==> src/rtl/escalonador_so.sv <==
// Round-robin OS controller: boots from BIOS, swaps programs from HD tracks into instruction RAM
// and saves/restores PCs. Define SO_CHECKSUM_EN to verify each load (needs SETOR_W >= clog2(PROG_WORDS+1)).
module escalonador_so #(
  parameter int DATA_W     = 32,
  parameter int ADDR_W     = 6,
  parameter int PROG_WORDS = 64,
  parameter int NUM_PROGS  = 4,
  parameter int TRILHA_W   = 4,
  parameter int SETOR_W    = 6,
  parameter int QUANTUM    = 256,
  localparam int PID_W     = (NUM_PROGS > 1) ? $clog2(NUM_PROGS) : 1
) (
  input  logic                clk,
  input  logic                reset,
  input  logic                halt_cpu,
  input  logic [ADDR_W-1:0]   cpu_pc,
  output logic                hd_rd_en,
  output logic [TRILHA_W-1:0] hd_trilha,
  output logic [SETOR_W-1:0]  hd_setor,
  input  logic [DATA_W-1:0]   hd_dado,
  input  logic                hd_valido,
  output logic                mi_we,
  output logic [ADDR_W-1:0]   mi_ender,
  output logic [DATA_W-1:0]   mi_dado,
  output logic                sel_bios,
  output logic                bloq_cpu,
  output logic                pc_load,
  output logic [ADDR_W-1:0]   pc_valor,
  output logic [PID_W-1:0]    prog_atual,
  output logic                ocioso,
  output logic                erro_carga
);

`ifdef SO_CHECKSUM_EN
  localparam bit CK_EN = 1'b1;
`else
  localparam bit CK_EN = 1'b0;
`endif
  localparam int CNT_W = $clog2(QUANTUM);

  typedef enum logic [2:0] {
    S_BIOS, S_SELECIONA, S_REQ, S_ESCREVE, S_RESTAURA, S_EXECUTA, S_FIM
  } state_t;

  state_t               state;
  logic [PID_W-1:0]     id;
  logic                 primeira;
  logic                 residente;
  logic [SETOR_W-1:0]   word;
  logic [DATA_W-1:0]    acc;
  logic [CNT_W-1:0]     cnt;
  logic [NUM_PROGS-1:0] done;
  logic [ADDR_W-1:0]    saved_pc [NUM_PROGS];

  logic                 sel_found;
  logic [PID_W-1:0]     sel_id;
  logic                 eh_checksum;
  int                   cand;

  // Next unfinished program: from id 0 right after BIOS, else the one after the last selected.
  always_comb begin
    // NOTE: every variable gets a default before any conditional write, so no latch is inferred.
    sel_found = 1'b0;
    sel_id    = '0;
    cand      = 0;
    for (int k = 0; k < NUM_PROGS; k++) begin
      cand = primeira ? k : (int'(id) + 1 + k) % NUM_PROGS;
      if (!sel_found && !done[PID_W'(cand)]) begin
        sel_found = 1'b1;
        sel_id    = PID_W'(cand);
      end
    end
  end

  assign eh_checksum = CK_EN && (word == SETOR_W'(PROG_WORDS));

  // NOTE: all state and outputs use non-blocking assignments so every flop samples pre-edge values.
  always_ff @(posedge clk or negedge reset) begin
    if (!reset) begin
      state      <= S_BIOS;
      sel_bios   <= 1'b1;
      bloq_cpu   <= 1'b0;
      hd_rd_en   <= 1'b0;
      hd_trilha  <= '0;
      hd_setor   <= '0;
      mi_we      <= 1'b0;
      mi_ender   <= '0;
      mi_dado    <= '0;
      pc_load    <= 1'b0;
      pc_valor   <= '0;
      prog_atual <= '0;
      ocioso     <= 1'b0;
      erro_carga <= 1'b0;
      id         <= '0;
      primeira   <= 1'b0;
      residente  <= 1'b0;
      word       <= '0;
      acc        <= '0;
      cnt        <= '0;
      done       <= '0;
      // NOTE: this small table is reset on purpose: a program's first run must restore PC 0.
      for (int i = 0; i < NUM_PROGS; i++) saved_pc[i] <= '0;
    end else begin
      mi_we   <= 1'b0;
      pc_load <= 1'b0;
      case (state)
        S_BIOS: if (halt_cpu) begin
          state    <= S_SELECIONA;
          primeira <= 1'b1;
          sel_bios <= 1'b0;
          bloq_cpu <= 1'b1;
        end
        S_SELECIONA: begin
          primeira <= 1'b0;
          if (!sel_found) begin
            state  <= S_FIM;
            ocioso <= 1'b1;
          end else begin
            id <= sel_id;
            if (residente && sel_id == prog_atual) begin
              state    <= S_EXECUTA;
              bloq_cpu <= 1'b0;
              cnt      <= '0;
            end else begin
              state     <= S_REQ;
              word      <= '0;
              acc       <= '0;
              hd_rd_en  <= 1'b1;
              hd_trilha <= TRILHA_W'(sel_id);
              hd_setor  <= '0;
            end
          end
        end
        S_REQ: if (hd_valido) begin
          hd_rd_en <= 1'b0;
          if (!eh_checksum) begin
            state    <= S_ESCREVE;
            mi_we    <= 1'b1;
            mi_ender <= ADDR_W'(word);
            mi_dado  <= hd_dado;
            acc      <= acc ^ hd_dado;
          end else if (hd_dado == acc) begin
            state      <= S_RESTAURA;
            pc_load    <= 1'b1;
            pc_valor   <= saved_pc[id];
            prog_atual <= id;
            residente  <= 1'b1;
          end else begin
            // RAM now holds a partial image, so nothing is resident any more.
            state      <= S_SELECIONA;
            done[id]   <= 1'b1;
            erro_carga <= 1'b1;
            residente  <= 1'b0;
          end
        end
        S_ESCREVE: begin
          if (word == SETOR_W'(PROG_WORDS - 1) && !CK_EN) begin
            state      <= S_RESTAURA;
            pc_load    <= 1'b1;
            pc_valor   <= saved_pc[id];
            prog_atual <= id;
            residente  <= 1'b1;
          end else begin
            state    <= S_REQ;
            word     <= word + 1'b1;
            hd_rd_en <= 1'b1;
            hd_setor <= word + 1'b1;
          end
        end
        S_RESTAURA: begin
          state    <= S_EXECUTA;
          bloq_cpu <= 1'b0;
          cnt      <= '0;
        end
        S_EXECUTA: begin
          cnt <= cnt + 1'b1;
          if (halt_cpu) begin
            done[id] <= 1'b1;
            state    <= S_SELECIONA;
            bloq_cpu <= 1'b1;
          end else if (cnt == CNT_W'(QUANTUM - 1)) begin
            saved_pc[id] <= cpu_pc;
            cnt          <= '0;
            state        <= S_SELECIONA;
            bloq_cpu     <= 1'b1;
          end
        end
        S_FIM: ;
        default: state <= S_BIOS;
      endcase
    end
  end

endmodule

==> config.mk <==
export PLATFORM = sky130hd
export DESIGN_NAME = escalonador_so
export DESIGN_NICKNAME = d
export VERILOG_FILES = /design/src/rtl/escalonador_so.sv
export SDC_FILE = /design/constraint.sdc
export NUM_CORES = 1
export LEC_CHECK = 0
export ABC_CLOCK_PERIOD_IN_PS = 5500
export CORE_UTILIZATION = 51
export CTS_BUF_LIST = sky130_fd_sc_hd__clkbuf_4
export DETAILED_ROUTE_END_ITERATION = 8
export PLACE_DENSITY = 0.78
export SYNTH_ARGS = -nofsm -noshare
export SYNTH_HDL_FRONTEND = slang
export SYNTH_SLANG_ARGS = --single-unit
export TNS_END_PERCENT = 5
==> constraint.sdc <==
create_clock -name clk -period 5.5 [get_ports clk]
set_clock_uncertainty 0.2 [all_clocks]
set_input_delay 1.1 -clock clk [delete_from_list [all_inputs] [get_ports clk]]
set_output_delay 1.1 -clock clk [all_outputs]
set_load 0.02 [all_outputs]
; ---- Word-level counts from Yosys, hierarchy flattened
; Index checks and enable logic that the tools add are counted.
; W data, S select, Z words.
[totals]
regBits = 103
inputBits = 42
[classes]
n_lt_le_gt_ge = 8
add_sub_neg = 6
mux = 65
eq_ne = 16
bitwise = 6
n_reduce_logical = 31
[ops]
columns = op, n
row1 = $mux W6, 6
row2 = $mux W8, 4
row3 = $mux W1, 26
row4 = $bwmux W24, 1
row5 = $pmux W8 S3, 1
row6 = $mux W3, 7
row7 = $pmux W3 S7, 1
row8 = $lt A2 B4 Y1 const B, 4
row9 = $mux W2, 8
row10 = $reduce_and A2 Y1, 7
row11 = $bmux W6 S2, 1
row12 = $demux W6 S2, 1
row13 = $ne A2 B2 Y1 const B, 6
row14 = $pmux W6 S2, 1
row15 = $reduce_and A5 Y1, 2
row16 = $eq A3 B3 Y1 const B, 3
row17 = $reduce_and A3 Y1, 3
row18 = $add A8 B1 Y8 const B, 1
row19 = $bmux W1 S2, 4
row20 = $eq A8 B8 Y1 const B, 1
row21 = $reduce_and A4 Y1, 2
row22 = $add A6 B1 Y6 const B, 1
row23 = $eq A3 B2 Y1 const B, 2
row24 = $eq A6 B6 Y1 const B, 1
row25 = 22 further kinds, 38

; ---- Longest topological paths before layout
; Gate-level depths: netlist of the first run.
[logic_depth]
ltp_word = 20
mapped_depth = 11
depth_no_buf = 10

; ---- Worst setup path before layout of the first run
; OpenSTA, ideal clock, no wires.
[synth_timing]
path_type = register to register
from = register id[1]
to = register cnt[2]
arrival_time_ns = 2.650
setup_slack_ns = 2.512
t_required_ns = 5.162
setup_time_ns = 0.138
n_path_buf = 1
synth_period_minus_slack_ns = 2.988
path_stages_with_launch = 12
path_cell_list = dfrtp_1 clkbuf_1 inv_1 ha_1 xor2_1 nor2_2 mux2_4 o211ai_4 mux2i_4 xnor2_4 o31ai_4 a31oi_1
[synth_between]
elab_chain_len = 19
word_cells_on_any_way = 41
classes_between = add/sub (4) / eq/ne (3) / mux (24) / reduce/logical (10)
[synth_lines]
columns = element, line_no
row1 = "start, declared", 46  ; logic [PID_W-1:0] id;
row2 = "start signal, assigned", 119  ; id <= sel_id;
row3 = $add A2 B1 Y2 *, 67  ; cand = primeira ? k : (int'(id) + 1 + k) % NUM_PROGS;
row4 = $add A2 B1 Y2, 67
row5 = $mux W2, 67
row6 = $bmux W1 S2, 68  ; if (!sel_found && !done[PID_W'(cand)]) begin
row7 = $mux W1 (not written as such) (2 in a row), 68
row8 = $logic_not A1 Y1, 68
row9 = $logic_and A1 B1 Y1, 68
row10 = $mux W1, 68
row11 = (+2 left out), n/a
row12 = $mux W1, 68
row13 = $logic_not A1 Y1, 68
row14 = $logic_and A1 B1 Y1, 68
row15 = $mux W2, 68
row16 = $eq A2 B2 Y1, 120  ; if (residente && sel_id == prog_atual) begin
row17 = $logic_and A1 B1 Y1, 120
row18 = $ne A2 B2 Y1 (no source line), n/a
row19 = $reduce_and A3 Y1 (no source line) *, n/a
row20 = "end signal, assigned", 176  ; cnt <= cnt + 1'b1;
row21 = "end, declared", 51  ; logic [CNT_W-1:0] cnt;
; Every way passes the cells marked *; elsewhere a longest branch is shown, timed or not. The select of a mux whose other input is x is not followed.
; A chain may end at the register's enable or synchronous reset.

; ---- Worst setup path in the final report of the first run
[layout_timing]
from = register id[0]
to = register cnt[3]
; The elaborated chain is that of the path after synthesis.

==> results of run 1 <==
-- worst paths after layout --
kind | from | to | slack, ns | depth (start not counted)
min in group asynchronous | reset | mi_dado[10] | 0.55 | 1
max reg2reg | id[0] | cnt[3] | 1.97 | 10
max | id[0] | cnt[3] | 1.97 | 10
min reg2reg | sel_bios | sel_bios | 0.29 | 1
max in group asynchronous | reset | mi_dado[14] | 3.56 | 2
min | sel_bios | sel_bios | 0.29 | 1
-- cell families (layout without fill, tap and decap cells) --
| logic type | after synthesis | after routing | synth area share |
|---|---|---|---|
| flip-flops | 103 | 103 | 0.555 |
| multiplexers | 83 | 83 | 0.218 |
| AND/OR/NAND/NOR | 77 | 77 | 0.0848 |
| AO/OA/AOI/OAI | 61 | 61 | 0.0924 |
| buffers and inverters | 26 | 129 | 0.0237 |
| adder cells (fa/ha/maj) | 6 | 6 | 0.0162 |
| XOR/XNOR | 3 | 3 | 0.00969 |
| other | 1 | 3 | 0.000807 |
-- layer usage --
| metal | track usage | share of wire | up-vias |
|---|---|---|---|
| met5 | 0 | 0 | - |
| met4 | 0.0769 | 0.015 | 0 |
| met3 | 0.0396 | 0.046 | 12 |
| met2 | 0.343 | 0.49 | 88 |
| met1 | 0.301 | 0.44 | 1621 |
| li1 | - | - | 1499 |
-- area by class of cell --
class	count	area, um^2
Fill cell	658	2890
Sequential cell	103	2580
Multi-Input combinational cell	233	1970
Timing Repair Buffer	102	1020
Tap cell	108	135
Clock inverter	7	71.3
Clock buffer	9	67.6
Inverter	11	41.3
-- power by group --
part,switching (mW),internal (mW),total (mW)
combinational,0.653,0.686,1.34
clock,0.255,0.140,0.396
sequential,0.200,0.965,1.17
total,1.11,1.79,2.90
-- sequential cells by signal (all words and copies together) (netlist names), 2 cells and up --
name and count:
prog_atual 2, word 6, mi_dado 32, pc_valor 6, mi_ender 6, done 4, saved_pc 24, state 3
cnt 8, hd_trilha 2, id 2
-- metrics by stage --
stage                     setup slack, ns  hold WS (ns)  cell area, um^2  power, mW   util
final                                1.97         0.292             5880       2.90  0.671
after global routing                 1.71         0.301             5880       3.07  0.671
after CTS                            1.94         0.287             5880       2.93  0.671
after detailed placement             1.95         0.253             5740       2.53  0.655
after global placement               2.07         0.239             5740       2.49  0.655
after floorplan                      2.51         0.239             4650       1.98      -
-- layout by cell type, fill, tap and decap left out, types with 4 or more instances in the layout --
cell / netlist / final
nor2_1: 18 / 18
clkbuf_4: 0 / 9
mux4_2: 6 / 6
nand3_1: 7 / 7
dfrtp_1: 102 / 102
ha_1: 6 / 6
nand2_1: 17 / 17
and3_1: 9 / 8
mux2_2: 59 / 59
o21ai_0: 9 / 9
a31o_2: 4 / 4
a21oi_1: 17 / 17
mux2_1: 11 / 11
mux2i_1: 5 / 5
clkdlybuf4s50_1: 0 / 100
a31oi_1: 6 / 6
nor3_1: 4 / 4
nand2b_1: 5 / 5
inv_1: 11 / 11
-- worst max-delay path, cell delays in order, from the launching register on --
cell and delay [ns]:
dfrtp_1 0.83, inv_1 0.22, ha_1 0.43, xor2_1 0.18, nor2_2 0.13, mux2_4 0.32, o211ai_4 0.10, mux2i_4 0.34
xnor2_4 0.13, o31ai_4 0.40, a31oi_1 0.14
==> flow_summary.json, run 1 <==
{
  "dieArea_um2": 9500,
  "status": "completed",
  "max_freq_ghz": 0.283,
  "max_slew_margin": 0.390,
  "track_usage": 0.217,
  "port_buffers": 101,
  "final_hold_viol_count": 0,
  "grt_max_degree": 67,
  "routed_wl_um": 9530,
  "nets": 508,
  "cts_resized": 0,
  "ir_drop_v": 0.000242,
  "rsz0062_at_grt": "no",
  "synth-edff-count": 0,
  "rows": 34,
  "cts.clk_slew.worst_paths_ns": 0.16,
  "root_buffer": "clkbuf_4",
  "fp.dieH_um": 97.5,
  "cp-end-kind": "flip-flop",
  "drive_gt1_frac": 0.215,
  "core-area_um2": 8760,
  "cts_tree": "yes",
  "cp.arrival_ns": 3.64,
  "yosysWarnings": 0,
  "worst_pin_slew_ns": 0.912,
  "synthCells": 360,
  "synth_async_sr_flop_share": 1.00,
  "period_needed_ns": 3.53,
  "fp.dieW_um": 97.5,
  "synth_ff_type": "dfrtp_1",
  "hold_path.class": "flip-flop to flip-flop",
  "finalMaxSlewViolations": 0,
  "synth_top_area_share": 0.549,
  "synth.area.top_cells": "dfrtp_1, mux2_2, mux4_2",
  "cts.sinks": 103,
  "cts_setup_buffers": 0,
  "synth_commonest_cells": "dfrtp_1, mux2_2, nor2_1, a21oi_1, nand2_1",
  "yosysTopAreaCell": "dfrtp_1",
  "crit_fanout": 16,
  "numCtsBuffers": 9,
  "leakagePower_nw": 2.60,
  "ys_seq_elements": 103,
  "routedWlPerCell_um": 16.6,
  "setup-tns-final_ns": 0,
  "gp_congestion": 0.875,
  "synth_area_um2": 4650,
  "hpwl_um": 6720,
  "worstSetupPathType": "flip-flop to flip-flop",
  "synthDistinctLibCells": 55,
  "cts.path.max_buffers": 2,
  "antenna_cells": 0,
  "grt_overflow_total": 0,
  "cts_hold_buf": 0,
  "grt_pass1_vias": 3286,
  "ant_nets": 0,
  "cts_htree_levels": 3,
  "grt_pass1_wl_um": 16400,
  "fin_crit_sh": 0.642,
  "post-synth-top-count-cell": "dfrtp_1",
  "cellPowerDensity_nw_per_um2": 493,
  "clk_latency_ns": 0.43,
  "ys_seq_area_frac": 0.555,
  "cap_violations": 0,
  "first_pass_iters": 4,
  "cp.required_ns": 5.61,
  "synthToLayoutAreaGrowth_pct": 26.5,
  "antenna_found_initial": 0,
  "drt_iter0_drc": 214,
  "initial_core_util": 0.530,
  "finalSetupViolCount": 0,
  "syn_area_per_cell_um2": 12.9,
  "drcViolationCount": 0,
  "startpoint_type": "flip-flop",
  "dp.cells": 557,
  "final_cells": 573,
  "dr_total_vias": 3220,
  "via_per_inst": 5.62,
  "ios": 105
}
(Power assumes the default switching activity.)
==> run 2: changes to the inputs <==
- ABC_CLOCK_PERIOD_IN_PS: 5500 -> 3500
- clock period: 5.5 -> 3.5 ns (I/O delays scaled with it)
==> flow_summary.json, run 2 (synthesis results as in run 1) <==
{
  "finalMaxSlewViolations": 0,
  "cts_tree": "yes",
  "leakagePower_nw": 2.63,
  "worstSetupPathType": "flip-flop to flip-flop",
  "routedWlPerCell_um": 16.8,
  "max_freq_ghz": 0.343,
  "antenna_found_initial": 0,
  "critPathMaxStageDelay_ns": 0.42,
  "seqPwrFrac": 0.394,
  "ios": 105,
  "cts_resized": 0,
  "report.power.total_mw": 4.55,
  "cts.sinks": 103,
  "worst_pin_slew_ns": 0.675,
  "cts.path.max_buffers": 2,
  "drcViolationCount": 0,
  "path_buf_inv": 1,
  "p_sw_mw": 1.77,
  "finish.utilization": 0.676,
  "fin_crit_sh": 0.832,
  "nFillCells": 673,
  "rsz0062_at_grt": "no",
  "grt_pass1_wl_um": 16800,
  "max_slew_margin": 0.550,
  "initial_core_util": 0.530,
  "finalInstanceArea_um2": 5930,
  "cellPowerDensity_nw_per_um2": 768,
  "rrSetupSlack_ns": 0.59,
  "hpwl_um": 7020,
  "preCtsSetupSlack_ns": 0.624,
  "power.share.clock": 0.130,
  "antenna_cells": 0,
  "cp.required_ns": 3.62,
  "cap_violations": 0,
  "ant_nets": 0,
  "dieArea_um2": 9500,
  "drt_iter0_drc": 175,
  "cpMaxStageDelayCell": "o31ai_4",
  "reg2reg_depth": 10,
  "largestRegisters": "mi_dado (32), saved_pc (24), cnt (8)",
  "hold_slack_ns": 0.0358,
  "fin_ws_ns": 0.587,
  "routed_wl_um": 9700,
  "dp.cells": 562,
  "combPwrFrac": 0.476,
  "r2r_end": "cnt[2]",
  "dr_total_vias": 3234,
  "cts_hold_buf": 0,
  "grt_pass1_vias": 3338,
  "finalSetupViolCount": 0,
  "root_buffer": "clkbuf_4",
  "dpl_cell_area_um2": 5790,
  "grt_max_degree": 57,
  "fp.dieH_um": 97.5,
  "cp-endpoint": "cnt[2]",
  "cts.clk_slew.worst_paths_ns": 0.17,
  "cp.arrival_ns": 3.03,
  "timing.rr.start": "id[0]",
  "numCtsBuffers": 9,
  "crit_family": "multiplexers",
  "fp.dieW_um": 97.5,
  "ir_drop_v": 0.000496,
  "final_cells": 578,
  "intPower_mw": 2.79,
  "startpoint_type": "flip-flop",
  "grt_overflow_total": 0,
  "gp_congestion": 0.862,
  "nets": 513,
  "port_buffers": 101,
  "track_usage": 0.221,
  "switching_share": 0.388,
  "multi_input_area_um2": 1970,
  "ff_latch_area_um2": 2580,
  "cp.depth": 10,
  "final_cell_mix": "dfrtp_1, clkdlybuf4s50_1, mux2_2",
  "drive_gt1_frac": 0.228,
  "final_hold_viol_count": 0,
  "via_per_inst": 5.60,
  "cts_setup_buffers": 0,
  "cp-end-kind": "flip-flop",
  "status": "completed",
  "first_pass_iters": 4,
  "clk_latency_ns": 0.45,
  "hold_path.class": "primary input to asynchronous set/reset pin",
  "crit_start": "id[0]",
  "setup-tns-final_ns": 0,
  "crit_fanout": 7,
  "cts_htree_levels": 3,
  "core-area_um2": 8760,
  "regMostFlops": "mi_dado",
  "largest_reg_flops": 32,
  "synthToLayoutAreaGrowth_pct": 27.5,
  "rows": 34,
  "period_needed_ns": 2.91,
  "layout_commonest_cell": "dfrtp_1",
  "crit_chain": "inv_1 -> ha_1 -> xor2_1 -> nor2_2 -> mux2_4 -> o211ai_4 -> mux2i_4 -> xnor2_4 -> o31ai_4 -> a31oi_1"
}
[run 2: cell count changes in the layout (fill, tap and decap cells not counted)]
cell / before / now
buf_4: 2 / 6
buf_12: 0 / 1
clkinv_8: 0 / 1
inv_8: 0 / 2
clkinv_1: 2 / 0
inv_6: 2 / 1
bufinv_16: 1 / 0
clkbuf_4: 9 / 10
[run 2: metal layers]
layer,vias up,GRT usage,share of wire
met5,-,0,0
met4,0,0.0566,0.014
met3,12,0.0475,0.040
met2,78,0.378,0.51
met1,1633,0.287,0.43
li1,1511,-,-
[run 2: layout make-up]
cell class	count	share of cell area
multi-input cells	233	0.332
flip-flops and latches	103	0.435
clock buffers	10	0.0127
clock inverters	6	0.0108
repair buffers	107	0.180
inverters	11	0.00697
well taps	108	0.0228
[run 2: power groups by stage]
| stage | Sequential [mW] | Combinational (mW) | Clock (mW) |
|---|---|---|---|
| after floorplan | 2.09 | 1.02 | 0 |
| after global placement | 1.80 | 2.14 | 0 |
| after detailed placement | 1.81 | 2.19 | 0 |
| after CTS | 1.79 | 2.19 | 0.615 |
| after global routing | 1.85 | 2.33 | 0.657 |
| final | 1.79 | 2.17 | 0.593 |
[run 2: how the worst min path moves through the flow]
stage,startpoint,to,cells past startpoint
floorplan,reset,bloq_cpu,0
global placement,ocioso,ocioso,1
detailed placement,ocioso,ocioso,1
CTS,reset,word[5],1
global route,reset,word[3],1
finish,reset,mi_dado[10],1
[run 2: worst reg2reg max path, stage by stage, from the launching register on]
cell	delay [ns]
dfrtp_1	0.41
inv_1	0.12
ha_1	0.31
xor2_1	0.18
nor2_2	0.11
mux2_4	0.32
o211ai_4	0.10
mux2i_4	0.34
xnor2_4	0.13
o31ai_4	0.42
a31oi_1	0.14
==> run 3: changes to the inputs <==
- ABC_CLOCK_PERIOD_IN_PS: 3500 -> 2700
- clock period: 3.5 -> 2.7 ns (I/O delays scaled with it)
==> flow_summary.json, run 3 (synthesis results as in run 1) <==
{
  "nets": 527,
  "cp.depth": 10,
  "fp.dieW_um": 97.5,
  "cts.sinks": 103,
  "largest_reg_flops": 32,
  "drt_iter0_drc": 139,
  "period_needed_ns": 2.70,
  "antenna_found_initial": 0,
  "synthToLayoutAreaGrowth_pct": 30.6,
  "status": "completed",
  "initial_core_util": 0.530,
  "largestRegisters": "mi_dado (32), saved_pc (24), cnt (8)",
  "hold_path.class": "flip-flop to flip-flop",
  "fin_crit_sh": 0.998,
  "dp.cells": 572,
  "cp.required_ns": 2.85,
  "clk_latency_ns": 0.44,
  "antenna_cells": 0,
  "regMostFlops": "mi_dado",
  "worst_pin_slew_ns": 0.557,
  "drive_gt1_frac": 0.260,
  "drcViolationCount": 0,
  "worstSetupPathType": "flip-flop to flip-flop",
  "hpwl_um": 7030,
  "track_usage": 0.225,
  "cts_tree": "yes",
  "numCtsBuffers": 9,
  "dr_total_vias": 3276,
  "cp-end-kind": "flip-flop",
  "cpMaxStageDelayCell": "dfrtp_2",
  "fin_ws_ns": 0.00457,
  "root_buffer": "clkbuf_4",
  "finalSetupViolCount": 0,
  "critPathMaxStageDelay_ns": 0.44,
  "crit_fanout": 5,
  "finalMaxSlewViolations": 0,
  "ios": 105,
  "final_cell_mix": "dfrtp_1, clkdlybuf4s50_1, mux2_2",
  "cap_violations": 0,
  "final_cells": 592,
  "rsz0062_at_grt": "yes",
  "cellPowerDensity_nw_per_um2": 1000,
  "crit_family": "multiplexers",
  "ir_drop_v": 0.000564,
  "final_hold_viol_count": 0,
  "port_buffers": 101,
  "via_per_inst": 5.53,
  "grt_pass1_wl_um": 17100,
  "leakagePower_nw": 2.70,
  "grt_overflow_total": 0,
  "routed_wl_um": 9830,
  "layout_commonest_cell": "dfrtp_1",
  "max_slew_margin": 0.626,
  "startpoint_type": "flip-flop",
  "rows": 34,
  "max_freq_ghz": 0.371,
  "crit_chain": "inv_2 -> ha_4 -> xor2_1 -> nor2_2 -> mux2_4 -> o211ai_4 -> mux2i_4 -> xnor2_4 -> or2_4 -> a221oi_2",
  "path_buf_inv": 1,
  "preCtsSetupSlack_ns": -0.00521,
  "grt_pass1_vias": 3378,
  "reg2reg_depth": 10,
  "cp.arrival_ns": 2.85,
  "fp.dieH_um": 97.5,
  "finish.utilization": 0.693,
  "cts_htree_levels": 3,
  "cts.path.max_buffers": 2,
  "grt_max_degree": 44,
  "core-area_um2": 8760,
  "nFillCells": 634,
  "ant_nets": 0,
  "first_pass_iters": 4,
  "min_path_cells": 1,
  "gp_congestion": 0.810,
  "dieArea_um2": 9500,
  "cts.clk_slew.worst_paths_ns": 0.16,
  "routedWlPerCell_um": 16.6
}
## run 3: changes by cell type in the layout (fill, tap and decap cells not counted), sizes merged
cell / delta
dlygate4sd3: +1
clkinv: -1
clkinvlp: +1
buf: +13
inv: -2
bufinv: +1
clkbuf: +1
## run 3: area by class of cell
| type | count | area (um^2) | area share |
|---|---|---|---|
| timing repair buffer | 121 | 1180 | 0.194 |
| clock inverter | 5 | 57.6 | 0.00948 |
| sequential | 103 | 2580 | 0.425 |
| multi-input combinational | 233 | 2000 | 0.329 |
| tap | 108 | 135 | 0.0223 |
| inverter | 11 | 41.3 | 0.00680 |
| clock buffer | 11 | 82.6 | 0.0136 |
## run 3: power by group
group          switching, mW  leakage (nW)  internal (mW)  total, mW
logic                   1.44          1.32           1.53       2.98
registers              0.349          1.31           1.97       2.32
clock network          0.492        0.0711          0.304      0.796
total                   2.28          2.70           3.81       6.09
## run 3: final timing paths
path                                from  slack (ns)          end
worst max-delay path               id[0]       0.005      word[4]
worst min-delay path            sel_bios        0.29     sel_bios
worst max register to register     id[0]       0.005      word[4]
worst min register to register  sel_bios        0.29     sel_bios
max in group asynchronous          reset        1.31  mi_dado[18]
min in group asynchronous          reset        0.34   mi_dado[1]
## run 3: what timing repair did
item	CTS	global route
buffers inserted	2	1
gates cloned	0	0
setup endpoints to repair	8	25
hold buffers	1	0
pin swaps	2	1
hold endpoints to repair	22	0
resized for setup	1	3
## run 3: per-layer routing
metal | up-vias | part of all wire | track usage
met3 | 4 | 0.040 | 0.0396
met4 | 0 | 0.0066 | 0.0577
met2 | 89 | 0.50 | 0.365
met5 | - | 0 | 0
li1 | 1532 | - | -
met1 | 1651 | 0.45 | 0.317
## run 3: stage by stage
stage / instance area (um^2) / hold slack, ns / power, mW / setup TNS, ns
2_1_floorplan: 4680 / 0.0444 / 4.08 / -0.00309
3_3_place_gp: 5880 / 0.258 / 5.18 / 0
3_5_place_dp: 5880 / 0.273 / 5.27 / -0.00772
4_1_cts: 6050 / 0.293 / 6.09 / 0
5_1_grt: 6070 / 0.319 / 6.46 / -0.916
6_report: 6070 / 0.293 / 6.09 / 0
